==> src/rtl/clint_timer_pkg.sv <==
// Register indices and helpers shared by the CLINT timer block.
// The optional msip register is enabled by defining CLINT_MSIP_EN at build time.
package clint_timer_pkg;

  localparam int CLINT_IDX_W = 3;

  localparam logic [CLINT_IDX_W-1:0] CLINT_MSIP        = 3'd0;
  localparam logic [CLINT_IDX_W-1:0] CLINT_MTIMECMP_LO = 3'd1;
  localparam logic [CLINT_IDX_W-1:0] CLINT_MTIMECMP_HI = 3'd2;
  localparam logic [CLINT_IDX_W-1:0] CLINT_MTIME_LO    = 3'd3;
  localparam logic [CLINT_IDX_W-1:0] CLINT_MTIME_HI    = 3'd4;
  localparam logic [CLINT_IDX_W-1:0] CLINT_PRESCALE    = 3'd5;

  // A programmed prescale of 0 behaves exactly like 1.
  function automatic logic [15:0] clint_eff_prescale(input logic [15:0] p);
    return (p == 16'd0) ? 16'd1 : p;
  endfunction

endpackage

==> src/rtl/clint_byte_merge.sv <==
// clint_byte_merge: per-lane merge of a store word into the old register word.
// Latency: combinational. Backpressure: none.
module clint_byte_merge (
  input  logic [31:0] old_dat,
  input  logic [31:0] new_dat,
  input  logic [3:0]  sel,
  output logic [31:0] merged_dat
);

  for (genvar k = 0; k < 4; k++) begin : g_lane
    assign merged_dat[8*k +: 8] = sel[k] ? new_dat[8*k +: 8] : old_dat[8*k +: 8];
  end

endmodule

==> src/rtl/clint_timer.sv <==
// clint_timer: mtime/mtimecmp/prescale (+ msip when CLINT_MSIP_EN) window on the MEM-stage data port.
// Latency: reads combinational, writes visible after one edge, IRQs one cycle after their source.
// Backpressure: none; every access completes in the cycle it is presented.
module clint_timer
  import clint_timer_pkg::*;
#(
  parameter logic [31:0] BASE_ADDR        = 32'h0200_0000,
  parameter logic [15:0] PRESCALE_DEFAULT = 16'd1
) (
  input  logic        clk,
  input  logic        rst,
  input  logic        ce_i,
  input  logic        we_i,
  input  logic [31:0] addr_i,
  input  logic [3:0]  sel_i,
  input  logic [31:0] data_i,
  output logic [31:0] data_o,
  output logic        hit_o,
  output logic        timer_irq_o,
  output logic        soft_irq_o
);

  logic [63:0] mtime_q;
  logic [63:0] mtimecmp_q;
  logic [15:0] prescale_q;
  logic [15:0] pcnt_q;
  logic        msip_q;

  logic [CLINT_IDX_W-1:0] idx;
  logic                   wr_en;
  logic                   tick;
  logic [63:0]            mtime_inc;
  logic [31:0]            mtime_lo_nxt, mtime_hi_nxt;
  logic [15:0]            pcnt_nxt;
  logic [31:0]            cmp_lo_mrg, cmp_hi_mrg, time_lo_mrg, time_hi_mrg, pre_mrg;

  assign hit_o = ce_i && (addr_i[31:5] == BASE_ADDR[31:5]);
  assign idx   = addr_i[4:2];
  assign wr_en = hit_o && we_i;

  // Byte offset bits are ignored; sel_i alone picks lanes.
  logic unused_ok;
  assign unused_ok = ^{addr_i[1:0], pre_mrg[31:16]};

  clint_byte_merge u_merge_cmp_lo (.old_dat(mtimecmp_q[31:0]),  .new_dat(data_i), .sel(sel_i), .merged_dat(cmp_lo_mrg));
  clint_byte_merge u_merge_cmp_hi (.old_dat(mtimecmp_q[63:32]), .new_dat(data_i), .sel(sel_i), .merged_dat(cmp_hi_mrg));
  clint_byte_merge u_merge_time_lo (.old_dat(mtime_q[31:0]),    .new_dat(data_i), .sel(sel_i), .merged_dat(time_lo_mrg));
  clint_byte_merge u_merge_time_hi (.old_dat(mtime_q[63:32]),   .new_dat(data_i), .sel(sel_i), .merged_dat(time_hi_mrg));
  clint_byte_merge u_merge_pre (.old_dat({16'h0000, prescale_q}), .new_dat(data_i), .sel(sel_i), .merged_dat(pre_mrg));

  assign tick      = (pcnt_q == clint_eff_prescale(prescale_q) - 16'd1);
  assign mtime_inc = mtime_q + 64'd1;

  // A write to one half overrides only that half; the other half keeps the increment/carry.
  always_comb begin
    mtime_lo_nxt = tick ? mtime_inc[31:0]  : mtime_q[31:0];
    mtime_hi_nxt = tick ? mtime_inc[63:32] : mtime_q[63:32];
    pcnt_nxt     = tick ? 16'd0 : pcnt_q + 16'd1;
    if (wr_en && idx == CLINT_MTIME_LO) mtime_lo_nxt = time_lo_mrg;
    if (wr_en && idx == CLINT_MTIME_HI) mtime_hi_nxt = time_hi_mrg;
    if (wr_en && idx == CLINT_PRESCALE) pcnt_nxt = 16'd0;
  end

  always_comb begin
    data_o = 32'h0000_0000;
    if (hit_o && !we_i) begin
      case (idx)
        CLINT_MSIP:        data_o = {31'h0, msip_q};
        CLINT_MTIMECMP_LO: data_o = mtimecmp_q[31:0];
        CLINT_MTIMECMP_HI: data_o = mtimecmp_q[63:32];
        CLINT_MTIME_LO:    data_o = mtime_q[31:0];
        CLINT_MTIME_HI:    data_o = mtime_q[63:32];
        CLINT_PRESCALE:    data_o = {16'h0000, prescale_q};
        default:           data_o = 32'h0000_0000;
      endcase
    end
  end

  always_ff @(posedge clk or negedge rst) begin
    if (!rst) begin
      mtime_q     <= 64'd0;
      mtimecmp_q  <= '1;
      prescale_q  <= PRESCALE_DEFAULT;
      pcnt_q      <= 16'd0;
      timer_irq_o <= 1'b0;
      soft_irq_o  <= 1'b0;
    end else begin
      mtime_q     <= {mtime_hi_nxt, mtime_lo_nxt};
      pcnt_q      <= pcnt_nxt;
      if (wr_en && idx == CLINT_MTIMECMP_LO) mtimecmp_q[31:0]  <= cmp_lo_mrg;
      if (wr_en && idx == CLINT_MTIMECMP_HI) mtimecmp_q[63:32] <= cmp_hi_mrg;
      if (wr_en && idx == CLINT_PRESCALE)    prescale_q        <= pre_mrg[15:0];
      timer_irq_o <= (mtime_q >= mtimecmp_q);
      soft_irq_o  <= msip_q;
    end
  end

`ifdef CLINT_MSIP_EN
  logic [31:0] msip_mrg;
  logic        unused_msip;
  assign unused_msip = ^msip_mrg[31:1];

  clint_byte_merge u_merge_msip (.old_dat({31'h0, msip_q}), .new_dat(data_i), .sel(sel_i), .merged_dat(msip_mrg));

  always_ff @(posedge clk or negedge rst) begin
    if (!rst) msip_q <= 1'b0;
    else if (wr_en && idx == CLINT_MSIP) msip_q <= msip_mrg[0];
  end
`else
  assign msip_q = 1'b0;
`endif

endmodule
==> config.mk <==
export PLATFORM = sky130hd
export DESIGN_NAME = clint_timer
export DESIGN_NICKNAME = d
export VERILOG_FILES = /design/src/rtl/clint_timer_pkg.sv /design/src/rtl/clint_byte_merge.sv /design/src/rtl/clint_timer.sv
export SDC_FILE = /design/constraint.sdc
export NUM_CORES = 1
export LEC_CHECK = 0
export BUFFER_PORTS_ARGS = -buffer_cell sky130_fd_sc_hd__buf_2
export CORE_ASPECT_RATIO = 2
export CORE_UTILIZATION = 40
export CTS_BUF_LIST = sky130_fd_sc_hd__clkbuf_8
export DETAILED_ROUTE_END_ITERATION = 12
export GPL_TIMING_DRIVEN = 0
export PLACE_DENSITY = 0.68
export RECOVER_POWER = 100
export SYNTH_ARGS = -nofsm -noshare
export SYNTH_HDL_FRONTEND = slang
export SYNTH_SLANG_ARGS = --single-unit
==> constraint.sdc <==
create_clock -name clk -period 6.64 [get_ports clk]
set_input_delay 0.664 -clock clk [delete_from_list [all_inputs] [get_ports clk]]
set_output_delay 0.664 -clock clk [all_outputs]
set_load 0.005 [all_outputs]
Word-level counts from Yosys, hierarchy flattened:

Index checks and enable logic that the tools add are counted.

* flip-flop bits (word level): 161
* bits in latches: 0
* bits in writable memories: 0
* ROM bits: 0
* bits of input ports: 72
* output and inout bits: 35
* logic and storage cells: 82
* memories: 0

* add/subtract/negate cells: 3
* $mul: 0
* div/mod/pow operators: 0
* magnitude comparators: 1
* eq/ne operators: 15
* shift operators: 0
* multiplexer cells: 13
* bitwise logic cells: 0
* reduce and logical (&&, ||, !) cells: 30

Operators with widths (number)
* $mux W32: 5
* $pmux W32 S5: 1
* $add A64 B1 Y64 const B: 1
* $ge A64 B64 Y1: 1
* $mux W16: 3
* $reduce_and A2 Y1: 18
* $mux W8: 4
* $eq A27 B21 Y1 const B: 1
* $add A16 B1 Y16 const B: 1
* $eq A16 B16 Y1: 1
* $logic_not A16 Y1: 1
* $ne A2 B2 Y1 const B: 8
* $sub A16 B1 Y16 const B: 1
* $logic_and A1 B1 Y1: 8
* $eq A3 B2 Y1 const B: 2
* $eq A3 B3 Y1 const B: 2
* $reduce_bool A2 Y1: 2
* $eq A3 B1 Y1 const B: 1
* $logic_not A1 Y1: 1

Logic depth before layout (Yosys ltp):

Gate-level depths: netlist of the first run.

* depth after elaboration: 6
* depth in mapped cells: 17

Modules after synthesis:

From an unflattened synthesis of the first run, not the netlist that was laid out.

* cell total of the unflattened synthesis: 1536
* area total of the unflattened synthesis: 13982.2 um2

Modules (own cells, without submodules)
* clint_timer: times used 1, cells an instance 1356, area each 11354.6 um2, seq. area each 4110.2 um2
* clint_byte_merge: times used 5, cells an instance 36, area each 525.5 um2, seq. area each 0.0 um2

Worst setup path before layout of the first run:

OpenSTA, ideal clock, no wires.

* kind: reg-to-reg
* start: register prescale_q[4]
* end: register mtime_q[11]
* setup time: 0.087 ns
* arrival time: 3.805 ns
* data required time: 6.553 ns
* slack: 2.748 ns
* cell stages (with the launch flop): 18
* path buffers: 4
* clock period less this slack: 3.892 ns
* cells stage by stage: dfrtp_1 -> buf_6 -> or4_1 -> buf_2 -> nor2_1 -> a21o_1 -> inv_1 -> ha_1 -> nor3b_1 -> nand4_1 -> xnor2_1 -> a221o_1 -> or4_1 -> buf_6 -> o31a_1 -> buf_6 -> o21bai_1 -> a22oi_1

* word-level cells in the longest chain between the ends: 6

RTL lines
* start, declared: line clint_timer.sv:25 `logic [15:0] prescale_q;`
* start signal, assigned: line clint_timer.sv:92 `if (wr_en && idx == CLINT_PRESCALE) prescale_q <= pre_mrg[15:0];`
* $logic_not A16 Y1: line clint_timer_pkg.sv:16 `return (p == 16'd0) ? 16'd1 : p;`
* $mux W16 *: line clint_timer_pkg.sv:16
* $sub A16 B1 Y16 *: line clint_timer.sv:51 `assign tick = (pcnt_q == clint_eff_prescale(prescale_q) - 16'd1);`
* $eq A16 B16 Y1 *: line clint_timer.sv:51
* $reduce_bool A2 Y1 (no source line) *
* $reduce_and A2 Y1 (no source line) *
* end signal, assigned: line clint_timer.sv:88 `mtime_q <= {mtime_hi_nxt, mtime_lo_nxt};`
* end, declared: line clint_timer.sv:23 `logic [63:0] mtime_q;`

Mark *: on every way between the ends. The rest lies on a longest branch, timed or not.
A chain may end at the register's enable or synchronous reset.

Final worst setup path of the first run:

* start: register prescale_q[0]
* end: register pcnt_q[9]

* word-level cells in the longest chain between the ends: 6

RTL lines
* $logic_not A16 Y1: line clint_timer_pkg.sv:16
* $mux W16 *: line clint_timer_pkg.sv:16
* $sub A16 B1 Y16 *: line clint_timer.sv:51
* $eq A16 B16 Y1 *: line clint_timer.sv:51
* $mux W16 *: line clint_timer.sv:58 `pcnt_nxt = tick ? 16'd0 : pcnt_q + 16'd1;`
* $mux W16 *: line clint_timer.sv:61 `if (wr_en && idx == CLINT_PRESCALE) pcnt_nxt = 16'd0;`
* named net pcnt_nxt[9]: line clint_timer.sv:34 `logic [15:0] pcnt_nxt;`
* end signal, assigned: line clint_timer.sv:89 `pcnt_q <= pcnt_nxt;`
* end, declared: line clint_timer.sv:26 `logic [15:0] pcnt_q;`

Mark *: on every way through the listed nets, which the timed path passes. The rest lies on a longest branch.

==> results of run 1 <==
-- routing by layer --
layer | share of wire [%] | up-vias | GRT usage [%]
li1 | - | 5086 | -
met2 | 52 | 571 | 52.7
met5 | 0 | - | 0
met1 | 31 | 5506 | 27.8
met4 | 11 | 0 | 30.3
met3 | 6.1 | 250 | 5.27
-- power by group --
part	switching, µW	internal [µW]	leakage, µW
Sequential	4.37	984	0.00187
Clock	389	434	0.000229
Combinational	93.5	35.8	0.00322
-- placed cells by master (no fill, tap or decap), drive strengths merged, types with 6 or more instances in the layout --
cell type / synthesis / final
a211oi: 22 / 22
a21o: 14 / 14
a21oi: 118 / 118
a221oi: 17 / 17
a22oi: 17 / 17
a31oi: 14 / 14
and2: 9 / 9
and3: 17 / 17
and4: 8 / 8
buf: 16 / 76
clkbuf: 58 / 118
dfrtp: 96 / 96
dfstp: 65 / 65
ha: 67 / 67
inv: 80 / 83
mux2: 76 / 76
mux2i: 28 / 28
nand2: 94 / 94
nand2b: 6 / 6
nand3: 44 / 44
nand4: 31 / 31
nor2: 134 / 134
nor2b: 10 / 10
nor3: 16 / 16
nor4: 18 / 18
o21ai: 56 / 56
o22a: 23 / 23
o22ai: 25 / 25
o31ai: 8 / 8
or3: 9 / 9
xnor2: 18 / 18
xor2: 13 / 13
-- critical path: stages (launching register included) --
cell and delay (ns):
dfstp_1 0.64, or4_1 0.15, clkbuf_1 0.32, nor2_1 0.22, a21o_1 0.26, inv_1 0.08
ha_1 0.19, nor3b_1 0.53, nand3_1 0.20, o31ai_1 0.43, o21ai_0 0.23, a2111oi_2 0.83
nand2_1 0.41, o21ai_0 0.58, clkbuf_1 0.47, nor2_1 0.11
-- logic make-up after synthesis --
kind of cell | after synthesis | share of synthesized area [%]
and+or+nand+nor | 411 | 17.2
AOI/OAI and AO/OA | 378 | 22.1
DFF | 161 | 35.7
buffers and inverters | 154 | 5.42
muxes | 104 | 9.86
adders and majority gates | 67 | 7.28
xor gates and xnor gates | 31 | 2.36
other | 1 | 0.0326
-- stage by stage --
stage               total power, µW  hold slack [ns]  util [%]  worst slack (ns)  area, µm²
finish                         1940            0.445      45.3             0.844      12800
global route                   2000            0.449      45.3             0.646      12800
CTS                            1950            0.158      45.7              1.28      12900
detailed placement             1130            0.483      44.2              1.30      12500
global placement               1130            0.467      44.0              1.31      12500
floorplan                      1050            0.368         -              2.75      11500
-- synth_stat cells (25+ instances only) --
library cell | count | area, µm²
ha_1 | 67 | 838
o22ai_1 | 25 | 156
dfstp_2 | 65 | 1710
nand3_1 | 44 | 220
mux2i_1 | 28 | 280
nor2_1 | 134 | 503
clkbuf_1 | 58 | 218
nand4_1 | 31 | 194
dfrtp_1 | 96 | 2400
inv_1 | 80 | 300
mux2_2 | 76 | 856
nand2_1 | 94 | 353
a21oi_1 | 118 | 591
o21ai_0 | 53 | 265
-- registers in the layout (all words and copies together), names as in the netlist --
name         flops
prescale_q      16
mtime_q         64
pcnt_q          16
mtimecmp_q      64
timer_irq_o      1
-- how the worst min path moves through the flow --
stage | startpoint | endpoint
CTS | rst | mtime_q[26]
global placement | mtimecmp_q[29] | mtimecmp_q[29]
global route | data_i[31] | mtimecmp_q[31]
floorplan | rst | mtime_q[0]
finish | data_i[31] | mtimecmp_q[31]
detailed placement | mtimecmp_q[29] | mtimecmp_q[29]
-- area by class of cell --
| cell class | count | area share (%) |
|---|---|---|
| timing repair buffer | 100 | 3.82 |
| antenna | 1 | 0.0195 |
| clock inverter | 12 | 1.29 |
| sequential | 161 | 32.0 |
| tap | 356 | 3.47 |
| buffer | 74 | 2.28 |
| multi-input combinational | 992 | 52.6 |
| clock buffer | 20 | 2.15 |
| inverter | 80 | 2.34 |
==> impl_metrics.json, run 1 <==
{
  "syn-num-nets": 1446,
  "grt_remaining_overflow": 0,
  "clock_latency_ns": 0.53,
  "dieWidth_um": 122,
  "cts_root_buf": "clkbuf_8",
  "fillers": 2856,
  "regToRegSetupSlack_ns": 0.84,
  "grt_util_all_layers_pct": 30.0,
  "report.final.slew_viol_count": 85,
  "stdcell_count": 1796,
  "grt_antenna_before_repair": 1,
  "cellPowerDensity_mw_per_mm2": 151,
  "maxCapViolCount": 1,
  "synth.yosys.seq_area_share_pct": 35.7,
  "clkTransAtPathRegs_ns": 0.10,
  "hold_buffers": 0,
  "io_pins": 107,
  "detail_route.wirelength_um": 43100,
  "final_period_minus_worst_setup_slack_ns": 5.80,
  "timing_worst_setup_path_type": "reg -> reg",
  "crit_arrival_ns": 6.18,
  "clock_path_buffers": 2,
  "avgViaCountPerCell": 6.35,
  "synth_flop_cell": "dfrtp_1",
  "multiInputGateArea_mm2": 0.00675,
  "die_h_um": 242,
  "critPathMaxFanout": 10,
  "area_growth_from_synthesis_to_layout_pct": 11.4,
  "endpoint_kind": "flip-flop",
  "pin_count_of_the_biggest_net_entering_global_routing": 86,
  "skew_ns": 0.0198,
  "failed_checks": "capacitance limit, slew limit",
  "async_reset_ff_share_pct": 100,
  "synth-edff-count": 0,
  "layout-drive-gt1-share_pct": 17.7,
  "nets": 1565,
  "hp-class": "in -> reg",
  "tightestPinTransition_ns": 5.00,
  "routabilityCongestion": 0.993,
  "timing_hold_violations_final": 0,
  "critical_path.startpoint_type": "flip-flop",
  "dp_cells": 1763,
  "layout_worst_path_cycle_share_pct": 87.3,
  "route.antenna.remaining_nets": 0,
  "synthesis.area_per_instance_um2": 8.81,
  "worst_setup_path_startpoint": "prescale_q[0]",
  "core-area_mm2": 0.0283,
  "post_cts_resize_count": 0,
  "cts.sink_count": 161,
  "synthesis.yosys.warnings": 0,
  "totalNegativeSetupSlack_ns": 0,
  "rows": 87,
  "power_leakage_uw": 0.00532,
  "cts_tree": "yes",
  "syn_area_mm2": 0.0115,
  "drtIter0Drc": 885,
  "whs_path_depth": 2,
  "critical_path.reg2reg.endpoint": "pcnt_q[9]",
  "power.ir.vdd_worst_mv": 0.113,
  "reg2reg_from": "prescale_q[0]",
  "outcome": "finished, violations left",
  "cts_buffers": 17,
  "start_util_pct": 40.7,
  "route.vias.total": 11400,
  "timing.critical_path.to": "pcnt_q[9]",
  "worstRegToRegCells": 15,
  "grt_setup_unrepaired": "no",
  "seq_area_mm2": 0.00411,
  "io_buffers": 98,
  "critical_path_required_ns": 7.03,
  "worst_slew_margin_rel_pct": -233,
  "number_of_iterations_in_the_first_detailed_routing_pass": 7,
  "yosys_register_bits": 161,
  "first_global_vias": 11400,
  "achievable-frequency_ghz": 0.173,
  "die_outline_area_mm2": 0.0295,
  "drt_drc_violations_left": 0,
  "synth_cell_type_count": 78,
  "detailedPlacementHpwl_um": 33200,
  "setup_violations": 0,
  "number_of_setup_buffers_added_after_cts": 0,
  "grt_first_pass_wirelength_um": 64600,
  "cts.htree.levels": 4,
  "post_synth_inst_count": 1307,
  "wl_per_cell_um": 24.0
}
(Power assumes the default switching activity.)
==> inputs of run 2 (changes only) <==
CORE_MARGIN = 10   (was default)
==> run 2 against run 1 <==
Against the previous run: the flow still finishes with violations (capacitance limit, slew limit); setup slack got worse by 0.22 ns; core utilization decreased by 0.19 points; clock power decreased by 5.1%; worst hold slack improved by 0.0092 ns; count of clock-buffer cells in the layout increased by 2; sequential power about the same; cell count increased by 0.17%; non-clock buffer count unchanged; global-route usage decreased by 6.1 points; combinational power about the same.
==> impl_metrics.json, run 2 (synthesis gave the netlist of run 1 again) <==
{
  "post_cts_resize_count": 0,
  "seq_area_mm2": 0.00411,
  "number_of_iterations_in_the_first_detailed_routing_pass": 7,
  "clock_latency_ns": 0.52,
  "timing_hold_violations_final": 0,
  "outcome": "finished, violations left",
  "core-area_mm2": 0.0283,
  "drtIter0Drc": 989,
  "detail_route.wirelength_um": 45100,
  "io_pins": 107,
  "die_h_um": 260,
  "critical_path_required_ns": 7.02,
  "cts_root_buf": "clkbuf_8",
  "achievable-frequency_ghz": 0.166,
  "tightestPinTransition_ns": 3.13,
  "cellPowerDensity_mw_per_mm2": 148,
  "placed_instance_area_mm2": 0.0125,
  "first_global_vias": 11500,
  "nets": 1565,
  "grt_antenna_before_repair": 4,
  "avgViaCountPerCell": 6.33,
  "cts_buffers": 17,
  "final.setup.worst_slack_ns": 0.625,
  "totalNegativeSetupSlack_ns": 0,
  "area_growth_from_synthesis_to_layout_pct": 10.9,
  "layout_worst_path_cycle_share_pct": 90.6,
  "skew_ns": 0.0194,
  "regToRegSetupSlack_ns": 0.63,
  "critPathMaxFanout": 10,
  "io_buffers": 98,
  "mostFrequentLayoutCells": "nor2_1 (134), a21oi_1 (118), clkbuf_1 (99)",
  "grt_first_pass_wirelength_um": 66700,
  "grt_remaining_overflow": 0,
  "wl_per_cell_um": 25.1,
  "grt_util_all_layers_pct": 23.9,
  "dieWidth_um": 140,
  "worst_slew_margin_rel_pct": -109,
  "critical_path.startpoint_type": "flip-flop",
  "crit_arrival_ns": 6.39,
  "final_util_pct": 45.1,
  "fillers": 2845,
  "number_of_setup_buffers_added_after_cts": 0,
  "cts_tree": "yes",
  "layout_top_registers": "mtime_q (64), mtimecmp_q (64)",
  "endpoint_kind": "flip-flop",
  "die_outline_area_mm2": 0.0364,
  "setup_violations": 0,
  "failed_checks": "capacitance limit, slew limit",
  "route.antenna.remaining_nets": 0,
  "report.final.slew_viol_count": 164,
  "start_util_pct": 40.7,
  "rows": 87,
  "drt_drc_violations_left": 0,
  "detailedPlacementHpwl_um": 34600,
  "multiInputGateArea_mm2": 0.00675,
  "hp-class": "in -> reg",
  "layout-drive-gt1-share_pct": 17.4,
  "grt_setup_unrepaired": "no",
  "final_period_minus_worst_setup_slack_ns": 6.01,
  "hold_buffers": 0,
  "post-place-ws_ns": 1.23,
  "maxCapViolCount": 2,
  "clkTransAtPathRegs_ns": 0.10,
  "route.vias.total": 11400,
  "layout.cells.most_common": "nor2_1",
  "timing_worst_setup_path_type": "reg -> reg",
  "cts.htree.levels": 4,
  "routabilityCongestion": 0.994,
  "pin_count_of_the_biggest_net_entering_global_routing": 118,
  "final_area_mm2": 0.0128,
  "power.ir.vdd_worst_mv": 0.115,
  "power_leakage_uw": 0.00527,
  "clock_path_buffers": 2,
  "cts.sink_count": 161,
  "power_uw": 1900
}
[run 2: cell types whose count changed in the layout (fill, tap and decap cells not counted), sizes merged]
cell,change
clkinv,+2
buf,-2
diode,+3
bufinv,-2
inv,-2
clkbuf,+4
[run 2: final timing paths]
path | startpoint | end | cells past startpoint
min in group asynchronous | rst | prescale_q[1] | 1
worst max-delay path | prescale_q[0] | pcnt_q[10] | 15
max in group asynchronous | rst | prescale_q[14] | 2
worst min register to register | mtimecmp_q[61] | mtimecmp_q[61] | 2
worst min-delay path | data_i[5] | mtimecmp_q[37] | 2
worst max register to register | prescale_q[0] | pcnt_q[10] | 15
[run 2: critical path: stages, from the launching register on]
cell	delay, ns
dfstp_1	0.64
or4_1	0.15
clkbuf_1	0.35
nor2_1	0.26
a21o_1	0.28
inv_1	0.07
ha_1	0.19
nor3b_1	0.59
nand3_1	0.19
o31ai_1	0.42
o21ai_0	0.23
a2111oi_2	0.93
nand2_1	0.43
o21ai_0	0.55
clkbuf_1	0.49
nor2_1	0.11
[run 2: area by class of cell]
class | count | area share [%]
Buffer | 74 | 2.29
Antenna cell | 4 | 0.0784
Tap cell | 356 | 3.49
Inverter | 80 | 2.35
Multi-Input combinational cell | 992 | 52.8
Timing Repair Buffer | 100 | 3.59
Clock buffer | 22 | 2.37
Sequential cell | 161 | 32.2
Clock inverter | 10 | 0.842
[run 2: where the power goes]
group	internal [µW]	leakage, µW	total (µW)	switching (µW)
Combinational	33.8	0.00319	126	91.9
Sequential	984	0.00187	988	4.48
Clock	380	0.000212	781	401
[run 2: routing by layer]
| metal | vias up | wire, µm | GRT usage (%) |
|---|---|---|---|
| met1 | 5500 | 14200 | 21.7 |
| met4 | 0 | 4070 | 21.3 |
| met5 | - | 0 | 0 |
| li1 | 5073 | - | - |
| met3 | 213 | 3030 | 4.82 |
| met2 | 602 | 23800 | 43.8 |
[run 2: per-stage QoR]
step	std cells	hold WS [ns]
after floorplan	1307	0.368
after global placement	1761	0.466
after detailed placement	1763	0.486
after CTS	1795	0.0204
after global routing	1799	0.444
final	1799	0.454
